**config.mk**
```make
export PLATFORM = sky130hd
export DESIGN_NAME = transpose_compute_sequencer
export DESIGN_NICKNAME = d
export VERILOG_FILES = /design/src/rtl/transpose_compute_sequencer.sv
export SDC_FILE = /design/constraint.sdc
export NUM_CORES = 1
export LEC_CHECK = 0
export ABC_AREA = 1
export BUFFER_PORTS_ARGS = -buffer_cell sky130_fd_sc_hd__buf_2
export CAP_MARGIN = 30
export CORE_MARGIN = 3
export CORE_UTILIZATION = 45
export DETAILED_ROUTE_END_ITERATION = 10
export GPL_ROUTABILITY_DRIVEN = 0
export PLACE_DENSITY = 0.65
export SLEW_MARGIN = 30
export SYNTH_ARGS = -nofsm -noshare
export SYNTH_HDL_FRONTEND = slang
export SYNTH_SLANG_ARGS = --single-unit
```
**constraint.sdc**
```tcl
create_clock -name clk -period 9 [get_ports clk]
set_input_delay 0.45 -clock clk [delete_from_list [all_inputs] [get_ports clk]]
set_output_delay 0.45 -clock clk [all_outputs]
set_load 0.005 [all_outputs]
```
**src/rtl/transpose_compute_sequencer.sv**
```systemverilog
// ---------------------------------------------------------------------------
// transpose_compute_sequencer
//
// Control FSM for the transposed-convolution compute engine. One start pulse
// runs one tile through four phases:
//   LOAD_W  : diagonal weight load, one row per cycle (DIMENSION cycles)
//   CLEAR   : clear every row's partial sum (1 cycle)
//   COMPUTE : skewed ifmap/accumulate wavefront; row i active for i <= t < i+N
//   DRAIN   : eject one PE per cycle through the engine's diagonal mux;
//             the drain index only advances when out_stall is low
// followed by a one-cycle DONE state that pulses done.
//
// Ports
//   clk             rising-edge clock
//   rst             asynchronous, active-high reset
//   start           begin a tile (sampled only in IDLE)
//   num_steps       accumulation length N (sampled with start)
//   abort           synchronous cancel of the running tile
//   out_stall       accumulation not ready; freezes the drain
//   busy            high in every state except IDLE
//   done            one-cycle pulse at tile completion
//   en_weight_load  per-row weight load enable
//   en_ifmap_load   per-row ifmap load enable
//   en_psum         per-row accumulate enable
//   clear_psum      per-row partial-sum clear
//   en_output       per-row output eject enable
//   ifmap_sel_ctrl  per-row ifmap source (0 external, 1 forwarded from row above)
//   done_select     output mux select (0..DIMENSION-1)
//
// All outputs are registered: they are decoded from the *next* state and
// counter values, so they line up with the state they describe.
// ---------------------------------------------------------------------------
module transpose_compute_sequencer #(
  parameter int DIMENSION = 16,
  parameter int STEP_W    = 8
) (
  input  logic                 clk,
  input  logic                 rst,
  input  logic                 start,
  input  logic [STEP_W-1:0]    num_steps,
  input  logic                 abort,
  input  logic                 out_stall,
  output logic                 busy,
  output logic                 done,
  output logic [DIMENSION-1:0] en_weight_load,
  output logic [DIMENSION-1:0] en_ifmap_load,
  output logic [DIMENSION-1:0] en_psum,
  output logic [DIMENSION-1:0] clear_psum,
  output logic [DIMENSION-1:0] en_output,
  output logic [DIMENSION-1:0] ifmap_sel_ctrl,
  output logic [4:0]           done_select
);

  // The shared counter must hold t = N+DIMENSION-2 with N at its maximum,
  // hence one bit wider than num_steps.
  localparam int TW = STEP_W + 1;
  localparam int CW = $clog2(DIMENSION);

  localparam logic [DIMENSION-1:0] ROW0      = {{(DIMENSION-1){1'b0}}, 1'b1};
  // Row 0 always takes the external ifmap; every other row takes the
  // value forwarded from the row above it.
  localparam logic [DIMENSION-1:0] SEL_SKEW  = {{(DIMENSION-1){1'b1}}, 1'b0};
  localparam logic [TW-1:0]        LAST_ROW  = TW'(DIMENSION - 1);

  typedef enum logic [2:0] {
    ST_IDLE,
    ST_LOAD_W,
    ST_CLEAR,
    ST_COMPUTE,
    ST_DRAIN,
    ST_DONE
  } state_e;

  state_e                state_q, state_d;
  logic [TW-1:0]         cnt_q, cnt_d;      // c in LOAD_W, t in COMPUTE, k in DRAIN
  logic [STEP_W-1:0]     n_q, n_d;          // latched accumulation length

  logic                  busy_q, busy_d;
  logic                  done_q, done_d;
  logic [DIMENSION-1:0]  en_weight_load_q, en_weight_load_d;
  logic [DIMENSION-1:0]  en_ifmap_load_q,  en_ifmap_load_d;
  logic [DIMENSION-1:0]  en_psum_q,        en_psum_d;
  logic [DIMENSION-1:0]  clear_psum_q,     clear_psum_d;
  logic [DIMENSION-1:0]  en_output_q,      en_output_d;
  logic [DIMENSION-1:0]  ifmap_sel_ctrl_q, ifmap_sel_ctrl_d;
  logic [4:0]            done_select_q,    done_select_d;

  logic [TW-1:0]         last_t;
  logic                  zero_len_done;
  logic [DIMENSION-1:0]  row_active;

  assign last_t = TW'(n_q) + TW'(DIMENSION - 2);

  // -------------------------------------------------------------------------
  // Next-state and counter logic
  // -------------------------------------------------------------------------
  always_comb begin
    // NOTE: every variable gets a default first so no path leaves it
    // unassigned; otherwise synthesis infers a latch.
    state_d       = state_q;
    cnt_d         = cnt_q;
    n_d           = n_q;
    zero_len_done = 1'b0;

    unique case (state_q)
      ST_IDLE: begin
        if (start && !abort) begin
          if (num_steps != '0) begin
            state_d = ST_LOAD_W;
            cnt_d   = '0;
            n_d     = num_steps;
          end else begin
            // Empty tile: acknowledge with a done pulse, never go busy.
            zero_len_done = 1'b1;
          end
        end
      end

      ST_LOAD_W: begin
        if (cnt_q == LAST_ROW) begin
          state_d = ST_CLEAR;
          cnt_d   = '0;
        end else begin
          cnt_d = cnt_q + 1'b1;
        end
      end

      ST_CLEAR: begin
        state_d = ST_COMPUTE;
        cnt_d   = '0;
      end

      ST_COMPUTE: begin
        if (cnt_q == last_t) begin
          state_d = ST_DRAIN;
          cnt_d   = '0;
        end else begin
          cnt_d = cnt_q + 1'b1;
        end
      end

      ST_DRAIN: begin
        // A PE counts as ejected only in a cycle the accumulator accepts it.
        if (!out_stall) begin
          if (cnt_q == LAST_ROW) begin
            state_d = ST_DONE;
            cnt_d   = '0;
          end else begin
            cnt_d = cnt_q + 1'b1;
          end
        end
      end

      ST_DONE: begin
        state_d = ST_IDLE;
        cnt_d   = '0;
      end

      default: begin
        state_d = ST_IDLE;
        cnt_d   = '0;
      end
    endcase

    // Abort overrides every busy state, including DONE.
    if (abort && state_q != ST_IDLE) begin
      state_d = ST_IDLE;
      cnt_d   = '0;
    end
  end

  // -------------------------------------------------------------------------
  // Output decode from the next state, so the registered outputs describe the
  // state being entered.
  // -------------------------------------------------------------------------
  always_comb begin
    for (int i = 0; i < DIMENSION; i++) begin
      row_active[i] = (cnt_d >= TW'(i)) && (cnt_d < TW'(i) + TW'(n_d));
    end
  end

  always_comb begin
    busy_d           = (state_d != ST_IDLE);
    done_d           = zero_len_done || (state_d == ST_DONE);
    en_weight_load_d = '0;
    en_ifmap_load_d  = '0;
    en_psum_d        = '0;
    clear_psum_d     = '0;
    en_output_d      = '0;
    ifmap_sel_ctrl_d = '0;
    done_select_d    = '0;

    unique case (state_d)
      ST_LOAD_W: en_weight_load_d = ROW0 << cnt_d[CW-1:0];
      ST_CLEAR:  clear_psum_d     = '1;
      ST_COMPUTE: begin
        en_ifmap_load_d  = row_active;
        en_psum_d        = row_active;
        ifmap_sel_ctrl_d = SEL_SKEW;
      end
      ST_DRAIN: begin
        en_output_d   = ROW0 << cnt_d[CW-1:0];
        done_select_d = 5'(cnt_d);
      end
      default: ;
    endcase
  end

  // -------------------------------------------------------------------------
  // State register
  // -------------------------------------------------------------------------
  // NOTE: sequential state uses non-blocking assignments so every flop
  // samples the pre-edge values regardless of statement order.
  always_ff @(posedge clk or posedge rst) begin
    if (rst) begin
      state_q          <= ST_IDLE;
      cnt_q            <= '0;
      n_q              <= '0;
      busy_q           <= 1'b0;
      done_q           <= 1'b0;
      en_weight_load_q <= '0;
      en_ifmap_load_q  <= '0;
      en_psum_q        <= '0;
      clear_psum_q     <= '0;
      en_output_q      <= '0;
      ifmap_sel_ctrl_q <= '0;
      done_select_q    <= '0;
    end else begin
      state_q          <= state_d;
      cnt_q            <= cnt_d;
      n_q              <= n_d;
      busy_q           <= busy_d;
      done_q           <= done_d;
      en_weight_load_q <= en_weight_load_d;
      en_ifmap_load_q  <= en_ifmap_load_d;
      en_psum_q        <= en_psum_d;
      clear_psum_q     <= clear_psum_d;
      en_output_q      <= en_output_d;
      ifmap_sel_ctrl_q <= ifmap_sel_ctrl_d;
      done_select_q    <= done_select_d;
    end
  end

  assign busy           = busy_q;
  assign done           = done_q;
  assign en_weight_load = en_weight_load_q;
  assign en_ifmap_load  = en_ifmap_load_q;
  assign en_psum        = en_psum_q;
  assign clear_psum     = clear_psum_q;
  assign en_output      = en_output_q;
  assign ifmap_sel_ctrl = ifmap_sel_ctrl_q;
  assign done_select    = done_select_q;

endmodule

```
==> results.txt, run 1 <==
----------------------------------------------------
[Power]
  Power per Cell Area ... about 290 mW/mm2
  Worst VDD drop ... roughly 0.12 mV
  Leakage power of the design ... roughly 5 nW

[Yosys]
  Post-synthesis cell area ... approximately 0.008 mm2
  Synth Instances ... between 1000 and 1500
  Seq cells post-synth ... 77
  Number of synthesized flops with an enable pin ... 0
  Ys Warns ... 0
  Avg Synthesized Cell Area ... around 7.4 um2
  Post-synthesis cell type count ... 47
  Share of synthesized registers carrying an async set or reset ... between 90% and 100%
  Synthesized net count ... approximately 1200
  Sequential share of the synthesized area ... between 20% and 30%
  Most used flip-flop cell after synthesis ... sky130_fd_sc_hd__dfrtp_1

[Clocking]
  Total setup buffers inserted after CTS ... 0
  TritonCTS Buffers ... 9
  TritonCTS sink count ... 77
  Post-CTS resize count ... 0
  Clock-pin slew on the worst setup and hold paths ... ~0.06 ns
  Worst skew pair latency ... roughly 0.35 ns
  Clock Path Buffers ... 2
  Number of hold-repair buffers added at the cts stage ... 0
  Cell at the root of the clock tree ... sky130_fd_sc_hd__clkbuf_16
  TritonCTS clock tree ... done
  H-tree levels ... 3

[STA]
  Final Hold Violating Endpoints ... 0
  Period utilization ... 45.8%
  Fmax ... about 0.24 GHz
  Setup Skew ... 0.00701 ns
  Total Negative Setup Slacks ... 0 ns
  Period minus WS final ... between 4 and 5 ns
  Worst-case setup margin in the final layout ... 4.88 ns
  Final number of setup-violating endpoints ... 0
  Final-report max-slew violation count ... 0
  Setup repair after global routing missed its margin ... false
  Worst slew slack as a fraction of its limit ... ~40%
  Worst-Margin Slew ... 0.886 ns

[Detailed routing]
  Final routed wire length divided by cell count ... between 15 and 20 um
  Via density ... approximately 5.3
  Number of optimization iterations in the first detailed-route pass ... 6
  Number of routed nets with antenna violations ... 0
  Number of DRC violations after detailed routing ... 0
  First-iteration detailed-routing DRC count ... about 520
  Total wirelength of the detailed-routed design ... 22300 um
  Via Count ... around 7000

[Worst setup path]
  Register-to-register setup slack ... 4.88 ns
  Worst reg2reg path depth ... 20
  Number of cells on the critical path ... 20
  Critical-path maximum fanout ... 11
  Crit-path slowest cell ... sky130_fd_sc_hd__o22ai_2
  Crit. Startpoint ... state_q[1]
  Reg-to-Reg Start ... state_q[1]
  Launching element type of the critical path ... register
  End of the critical path ... en_psum[11]
  End of the worst register-to-register path ... en_psum[11]
  Worst Setup Path Type ... reg2reg
  Required time of the worst setup path ... ~9.3 ns
  Number of buffer and inverter stages on the critical path ... 5
  Worst EP arrival ... about 4.4 ns
  Critical path's top delay family ... compound AO/OA/AOI/OAI gates
  Max incr delay on CP ... around 0.52 ns
  Cells along the critical path ... inv_2, nand2_1, nor2_4, nand2_4, o22ai_2, clkinv_1, ha_1, inv_1, o21ai_0, xor2_1, ha_1, a21oi_1, o21ai_0, a221oi_1, o21ai_0, nor2_1, nand2_1, inv_1, nand2_1, inv_1
  Critical path endpoint category ... register

[Global routing]
  Grt ovf ... 0
  Overall global routing resource usage ... between 20% and 30%
  Number of antenna violations at the first check in global routing ... 0
  Pin count of the biggest net entering global routing ... between 70 and 80
  Vias in the first global route ... between 6000 and 7000
  Global-route wire length before repair ... 35800 um

[Placement]
  DP Cell Count ... approximately 1300
  Post-DP Area ... ~0.0083 mm2
  Worst-case setup slack after placement ... between 4 and 5 ns
  Estimated wirelength of the detail-placed design ... roughly 17000 um
  Port Buf Inserts ... approximately 110

[Floorplanning]
  Rows ... 47
  Die span in x ... ~140 um
  Num ports ... ~120
  Area of the core ... about 0.017 mm2
  Die Area ... around 0.019 mm2
  Die Ht ... between 100 and 150 um
  Initial Util ... a little under half

[Finish]
  Diode insertion count for antenna repair ... 0
  Synth-to-Final Area Change ... 9.90%
  Number of fillers in the final layout ... 1675
  Filler-free cell count of the finished design ... 1356
  Layout cells sized above 1 ... about a fifth
  Post-Layout Inst Area ... 0.00863 mm2
  Number of nets in the finished design ... about 1300

[Flow run]
  Number of maximum-capacitance violations ... 0

[Min path]
  Min-delay worst type ... in2async

[Outcome]
  Status ... finished clean

----------------------------------------------------
[where the power goes]
part / internal [W] / switching, W
logic: 0.000521 / 0.00112
registers: 0.000382 / 0.0000347
clock network: 0.000252 / 0.000150
[synthesized netlist by cell type (8+ instances only)]
cell / number / area, um2
sky130_fd_sc_hd__a21oi_1: 60 / 300
sky130_fd_sc_hd__buf_2: 12 / 60.1
sky130_fd_sc_hd__buf_4: 47 / 353
sky130_fd_sc_hd__dfrtp_1: 77 / 1930
sky130_fd_sc_hd__ha_1: 115 / 1440
sky130_fd_sc_hd__inv_1: 111 / 417
sky130_fd_sc_hd__inv_2: 21 / 78.8
sky130_fd_sc_hd__nand2_1: 232 / 871
sky130_fd_sc_hd__nand2_2: 13 / 81.3
sky130_fd_sc_hd__nand2_4: 8 / 90.1
sky130_fd_sc_hd__nand3_1: 44 / 220
sky130_fd_sc_hd__nand4_1: 11 / 68.8
sky130_fd_sc_hd__nor2_1: 106 / 398
sky130_fd_sc_hd__nor2_2: 8 / 50.1
sky130_fd_sc_hd__nor2_4: 8 / 90.1
sky130_fd_sc_hd__nor3_1: 26 / 130
sky130_fd_sc_hd__o21ai_0: 41 / 205
sky130_fd_sc_hd__xnor2_1: 8 / 70.1
sky130_fd_sc_hd__xor2_1: 57 / 499
[kinds of logic after synthesis]
family | count (synthesis) | synth area share, %
other | 1 | 0.0478
adder cells (fa/ha/maj) | 115 | 18.3
multiplexers | 1 | 0.143
AND/OR/NAND/NOR | 467 | 27.1
flip-flops | 77 | 24.5
AO/OA/AOI/OAI | 137 | 10.3
buffers and inverters | 201 | 12.2
XOR/XNOR | 65 | 7.25
[how the worst min path moves through the flow]
| stage | cells after the start | endpoint | start | slack, ns |
|---|---|---|---|---|
| global placement | 5 | state_q[2] | cnt_q[8] | 0.78 |
| CTS | 3 | state_q[0] | rst | 0.31 |
| floorplan | 2 | n_q[0] | n_q[0] | 0.65 |
| detailed placement | 3 | state_q[0] | rst | 0.67 |
| global route | 3 | state_q[0] | rst | 0.36 |
| finish | 3 | state_q[2] | rst | 0.27 |
[flip-flops by register name, summed over array words and instances, names as in the netlist]
signal,cells
done,1
n_q,8
en_output,16
clear_psum,1
state_q,3
busy,1
done_select,5
ifmap_sel_ctrl,1
cnt_q,9
en_weight_load,16
en_psum,16
[layer usage]
layer	vias to the layer above	track usage, %	part of all wire [%]	routed length, um
met3	36	4.42	7.3	1630
met4	0	6.03	2.0	447
met2	258	37.5	45	10100
met5	-	0	0	0
li1	3537	-	-	-
met1	3303	31.8	45	10100
[layout by cell type (no fill, tap or decap), types with 2 or more instances in the layout]
cell type                     n
sky130_fd_sc_hd__a211oi_1     6
sky130_fd_sc_hd__a21oi_1     60
sky130_fd_sc_hd__a21oi_2      4
sky130_fd_sc_hd__a221oi_1     2
sky130_fd_sc_hd__a31oi_1      3
sky130_fd_sc_hd__buf_2      114
sky130_fd_sc_hd__buf_4        4
sky130_fd_sc_hd__bufinv_16    2
sky130_fd_sc_hd__clkbuf_16    9
sky130_fd_sc_hd__clkinv_1     6
sky130_fd_sc_hd__clkinv_2     2
sky130_fd_sc_hd__dfrtp_1     77
sky130_fd_sc_hd__ha_1       115
sky130_fd_sc_hd__inv_1      110
sky130_fd_sc_hd__inv_2       21
sky130_fd_sc_hd__nand2_1    232
sky130_fd_sc_hd__nand2_2     13
sky130_fd_sc_hd__nand2_4      8
sky130_fd_sc_hd__nand3_1     44
sky130_fd_sc_hd__nand3_2      4
sky130_fd_sc_hd__nand4_1     11
sky130_fd_sc_hd__nor2_1     106
sky130_fd_sc_hd__nor2_2       8
sky130_fd_sc_hd__nor2_4       8
sky130_fd_sc_hd__nor3_1      26
sky130_fd_sc_hd__nor3_2       2
sky130_fd_sc_hd__o21a_1       2
sky130_fd_sc_hd__o21ai_0     41
sky130_fd_sc_hd__o21ai_1      5
sky130_fd_sc_hd__o22ai_1      2
sky130_fd_sc_hd__o22ai_2      3
sky130_fd_sc_hd__xnor2_1      8
sky130_fd_sc_hd__xor2_1      57
[final cells by class]
| type | count | area [um2] | area share [%] |
|---|---|---|---|
| inverter | 138 | 519 | 6.02 |
| timing repair buffer | 119 | 612 | 7.09 |
| multi-input combinational | 786 | 4970 | 57.6 |
| clock inverter | 5 | 82.6 | 0.957 |
| clock buffer | 11 | 243 | 2.81 |
| tap | 220 | 275 | 3.19 |
| sequential | 77 | 1930 | 22.3 |
[worst reg2reg max path, stage by stage (launching register included)]
cell                       delay, ns
sky130_fd_sc_hd__dfrtp_1        0.41
sky130_fd_sc_hd__inv_2          0.06
sky130_fd_sc_hd__nand2_1        0.12
sky130_fd_sc_hd__nor2_4         0.20
sky130_fd_sc_hd__nand2_4        0.12
sky130_fd_sc_hd__o22ai_2        0.52
sky130_fd_sc_hd__clkinv_1       0.52
sky130_fd_sc_hd__ha_1           0.33
sky130_fd_sc_hd__inv_1          0.08
sky130_fd_sc_hd__o21ai_0        0.20
sky130_fd_sc_hd__xor2_1         0.21
sky130_fd_sc_hd__ha_1           0.32
sky130_fd_sc_hd__a21oi_1        0.15
sky130_fd_sc_hd__o21ai_0        0.09
sky130_fd_sc_hd__a221oi_1       0.28
sky130_fd_sc_hd__o21ai_0        0.12
sky130_fd_sc_hd__nor2_1         0.11
sky130_fd_sc_hd__nand2_1        0.09
sky130_fd_sc_hd__inv_1          0.05
sky130_fd_sc_hd__nand2_1        0.04
sky130_fd_sc_hd__inv_1          0.04
[through the flow]
stage,power [W],util (%),hold WS (ns)
after detailed placement,0.00204,49.3,0.668
after global placement,0.00202,49.3,0.785
after floorplan,0.00163,-,0.655
final,0.00246,51.3,0.272
after CTS,0.00244,51.3,0.311
after global routing,0.00269,51.3,0.355
(Power assumes the default switching activity.)
==> run 2: changes to the inputs <==
- ABC_AREA: 1 -> 0
- clock period: 9 -> 3.8 ns (I/O delays scaled with it)
==> results.txt, run 2 <==
----------------------------------------------------
[Placement]
  Estimated wirelength of the detail-placed design ... about 19000 um
  Worst-case setup slack after placement ... -0.128 ns
  DP Cell Count ... roughly 1300
  Port Buf Inserts ... around 110

[Power]
  Power per Cell Area ... ~680 mW/mm2
  Internal power ... approximately 0.0034 W
  Combinational fraction of design power ... 73.2%
  Switching part of the total power ... approximately half
  Switching power summed over all nets ... 0.00319 W
  Worst VDD drop ... about 0.34 mV
  Power share of the sequential group ... 14.8%
  Leakage power of the design ... 4.99 nW
  Clock Power Share ... 11.9%

[Global routing]
  Overall global routing resource usage ... between 20 and 30%
  Grt ovf ... 0
  Number of antenna violations at the first check in global routing ... 0
  Vias in the first global route ... ~7000
  Pin count of the biggest net entering global routing ... about 50
  Global-route wire length before repair ... around 38000 um

[STA]
  Period utilization ... between 90% and 100%
  Worst-Margin Slew ... 0.724 ns
  Final number of setup-violating endpoints ... 0
  Final-report max-slew violation count ... 0
  Worst slew slack as a fraction of its limit ... 51.6%
  Period minus WS final ... about 3.7 ns
  Final Hold Violating Endpoints ... 0
  Worst-case setup margin in the final layout ... about 0.056 ns
  Setup repair after global routing missed its margin ... true
  Fmax ... around 0.27 GHz
  Setup Skew ... around 0.011 ns

[Worst setup path]
  Reg-to-Reg Start ... n_q[2]
  Launching element type of the critical path ... register
  Worst Setup Path Type ... reg2reg
  Critical-path maximum fanout ... 7
  Worst EP arrival ... between 4 and 5 ns
  End of the worst register-to-register path ... en_psum[11]
  Required time of the worst setup path ... 4.08 ns
  Register-to-register setup slack ... about 0.056 ns
  Critical path endpoint category ... register
  Worst reg2reg path depth ... 18

[Detailed routing]
  Via Count ... 7409
  Number of optimization iterations in the first detailed-route pass ... 5
  Total wirelength of the detailed-routed design ... approximately 25000 um
  Final routed wire length divided by cell count ... about 19 um
  Number of DRC violations after detailed routing ... 0
  Number of routed nets with antenna violations ... 0
  Via density ... ~5.7
  First-iteration detailed-routing DRC count ... between 500 and 600

[Clocking]
  TritonCTS clock tree ... done
  Clock-pin slew on the worst setup and hold paths ... 0.07 ns
  Worst skew pair latency ... 0.35 ns
  Clock Path Buffers ... 2
  TritonCTS Buffers ... 9
  Cell at the root of the clock tree ... sky130_fd_sc_hd__clkbuf_16
  TritonCTS sink count ... between 70 and 80
  H-tree levels ... 3

[Yosys]
  Adder-Cell Fraction of Synth Area ... a little under a fifth
  Synth Area in Simple Gates ... approximately a fifth
  Library cell occupying the most area in the post-synthesis netlist ... sky130_fd_sc_hd__dfrtp_1
  Most used flip-flop cell after synthesis ... sky130_fd_sc_hd__dfrtp_1
  Dominant combinational cell family by area after synthesis ... simple AND/OR/NAND/NOR gates
  Share of Yosys cell area claimed by the top area cell type ... approximately 25%
  Avg Synthesized Cell Area ... about 8.6 um2
  Synthesized net count ... just over 1000
  Synth Area in XOR/XNOR ... 8.93%
  Number of synthesized flops with an enable pin ... 0
  Share of synthesized registers carrying an async set or reset ... between 90% and 100%
  Seq cells post-synth ... slightly below 80
  Most numerous cell in the Yosys netlist ... sky130_fd_sc_hd__ha_1
  Post-synthesis cell area ... between 0.007 and 0.008 mm2
  Sequential share of the synthesized area ... approximately 25%
  Top cell types by occurrence after synthesis ... sky130_fd_sc_hd__ha_1, sky130_fd_sc_hd__nor2_1, sky130_fd_sc_hd__dfrtp_1
  Ys Warns ... 0
  Multiplexer fraction of the synthesized cell area ... less than 1%
  Post-synthesis cell type count ... 86
  Synth Instances ... about 900
  Cell types with the largest area share after synthesis ... sky130_fd_sc_hd__dfrtp_1, sky130_fd_sc_hd__ha_1, sky130_fd_sc_hd__xnor2_1, sky130_fd_sc_hd__buf_4, sky130_fd_sc_hd__nor2_1
  Compound-cell area share of the yosys netlist ... a little under a fifth

[Floorplanning]
  Die span in x ... 137 um
  Die Area ... ~0.019 mm2
  Rows ... 47
  Area of the core ... 0.0167 mm2
  Initial Util ... between 40% and 50%
  Num ports ... 116
  Die Ht ... 137 um

[Finish]
  Most common library cell in the layout ignoring fill and taps ... sky130_fd_sc_hd__buf_4
  Most frequent cells in the layout ... sky130_fd_sc_hd__buf_4, sky130_fd_sc_hd__buf_2, sky130_fd_sc_hd__ha_1
  Filler-free cell count of the finished design ... approximately 1300
  Number of fillers in the final layout ... ~1500
  Synth-to-Final Area Change ... 25.6%
  Number of nets in the finished design ... roughly 1200
  Layout cells sized above 1 ... a little under a third
  Diode insertion count for antenna repair ... 0

[Min path]
  Hold Path Sink ... state_q[2]
  Hold Startpoint ... abort
  Min-delay worst type ... in2reg
  Min-Delay Path Depth ... 2

[Flow run]
  Number of maximum-capacitance violations ... 0

[Outcome]
  Status ... finished clean

----------------------------------------------------
run 2: kinds of logic after synthesis:
| kind of cell | after synthesis |
|---|---|
| XOR/XNOR | 79 |
| buffers and inverters | 127 |
| AO/OA/AOI/OAI | 200 |
| other | 1 |
| flip-flops | 77 |
| multiplexers | 1 |
| AND/OR/NAND/NOR | 296 |
| adder cells (fa/ha/maj) | 118 |
run 2: cell type report:
type	count	area, um2	share of cell area, %
clock inverters	5	36.3	0.373
inverters	41	178	1.83
repair buffers	249	1660	17.0
clock buffers	11	233	2.39
well taps	220	275	2.83
flip-flops and latches	77	1930	19.8
multi-input cells	695	5430	55.8
run 2: power by group through the flow:
stage               Combinational, W  Sequential [W]  Clock (W)
floorplan                    0.00295        0.000979          0
finish                       0.00485        0.000982   0.000789
CTS                          0.00450        0.000976   0.000801
detailed placement           0.00445        0.000990          0
global route                 0.00525        0.000994   0.000836
global placement             0.00440        0.000992          0
run 2: what timing repair did:
item / 4_1_cts / 5_1_grt
setup buffers: 4 / 15
hold endpoints to repair: 0 / 14
hold buffers: 0 / 1
resized for setup: 9 / 55
pin swaps: 3 / 23
setup endpoints to repair: 10 / 16
run 2: how the worst max path moves through the flow:
stage	from	to	slack, ns	cells after the start
floorplan	state_q[1]	en_psum[11]	-0.02	21
global placement	n_q[2]	en_psum[4]	-0.1	14
detailed placement	n_q[1]	en_psum[4]	-0.13	17
CTS	n_q[1]	en_psum[10]	0.0002	17
global route	n_q[1]	en_psum[11]	-0.13	17
finish	n_q[2]	en_psum[11]	0.06	18
run 2: metrics by stage:
stage	setup TNS, ns	cell area [um2]	total power [W]	utilization, %	hold slack, ns
after floorplan	-0.0151	7820	0.00392	-	0.293
final	0	9730	0.00662	58.3	0.180
after global routing	-0.874	9730	0.00708	58.3	0.191
after CTS	0	9340	0.00628	55.9	0.0199
after detailed placement	-0.668	9030	0.00544	54.1	0.383
after global placement	-0.337	9030	0.00539	54.1	0.379
run 2: worst max-delay path: stages, from the launching register on:
cell and delay, ns:
sky130_fd_sc_hd__dfrtp_1 0.41, sky130_fd_sc_hd__inv_1 0.07, sky130_fd_sc_hd__ha_1 0.30, sky130_fd_sc_hd__xor2_1 0.14, sky130_fd_sc_hd__nand3_1 0.13, sky130_fd_sc_hd__nor4b_4 0.26
sky130_fd_sc_hd__buf_4 0.17, sky130_fd_sc_hd__o211ai_4 0.07, sky130_fd_sc_hd__a311o_1 0.38, sky130_fd_sc_hd__a32oi_2 0.30, sky130_fd_sc_hd__clkinvlp_4 0.19, sky130_fd_sc_hd__buf_6 0.17
sky130_fd_sc_hd__buf_4 0.17, sky130_fd_sc_hd__ha_1 0.33, sky130_fd_sc_hd__nand4b_1 0.11, sky130_fd_sc_hd__nor2_1 0.05, sky130_fd_sc_hd__a211oi_1 0.24, sky130_fd_sc_hd__nand2_1 0.08
sky130_fd_sc_hd__a21oi_1 0.11
run 2: per-layer routing:
metal / wire length, um / track usage, %
met1: 10600 / 34.4
met2: 11900 / 43.1
met3: 2130 / 4.46
met4: 583 / 7.71
met5: 0 / 0
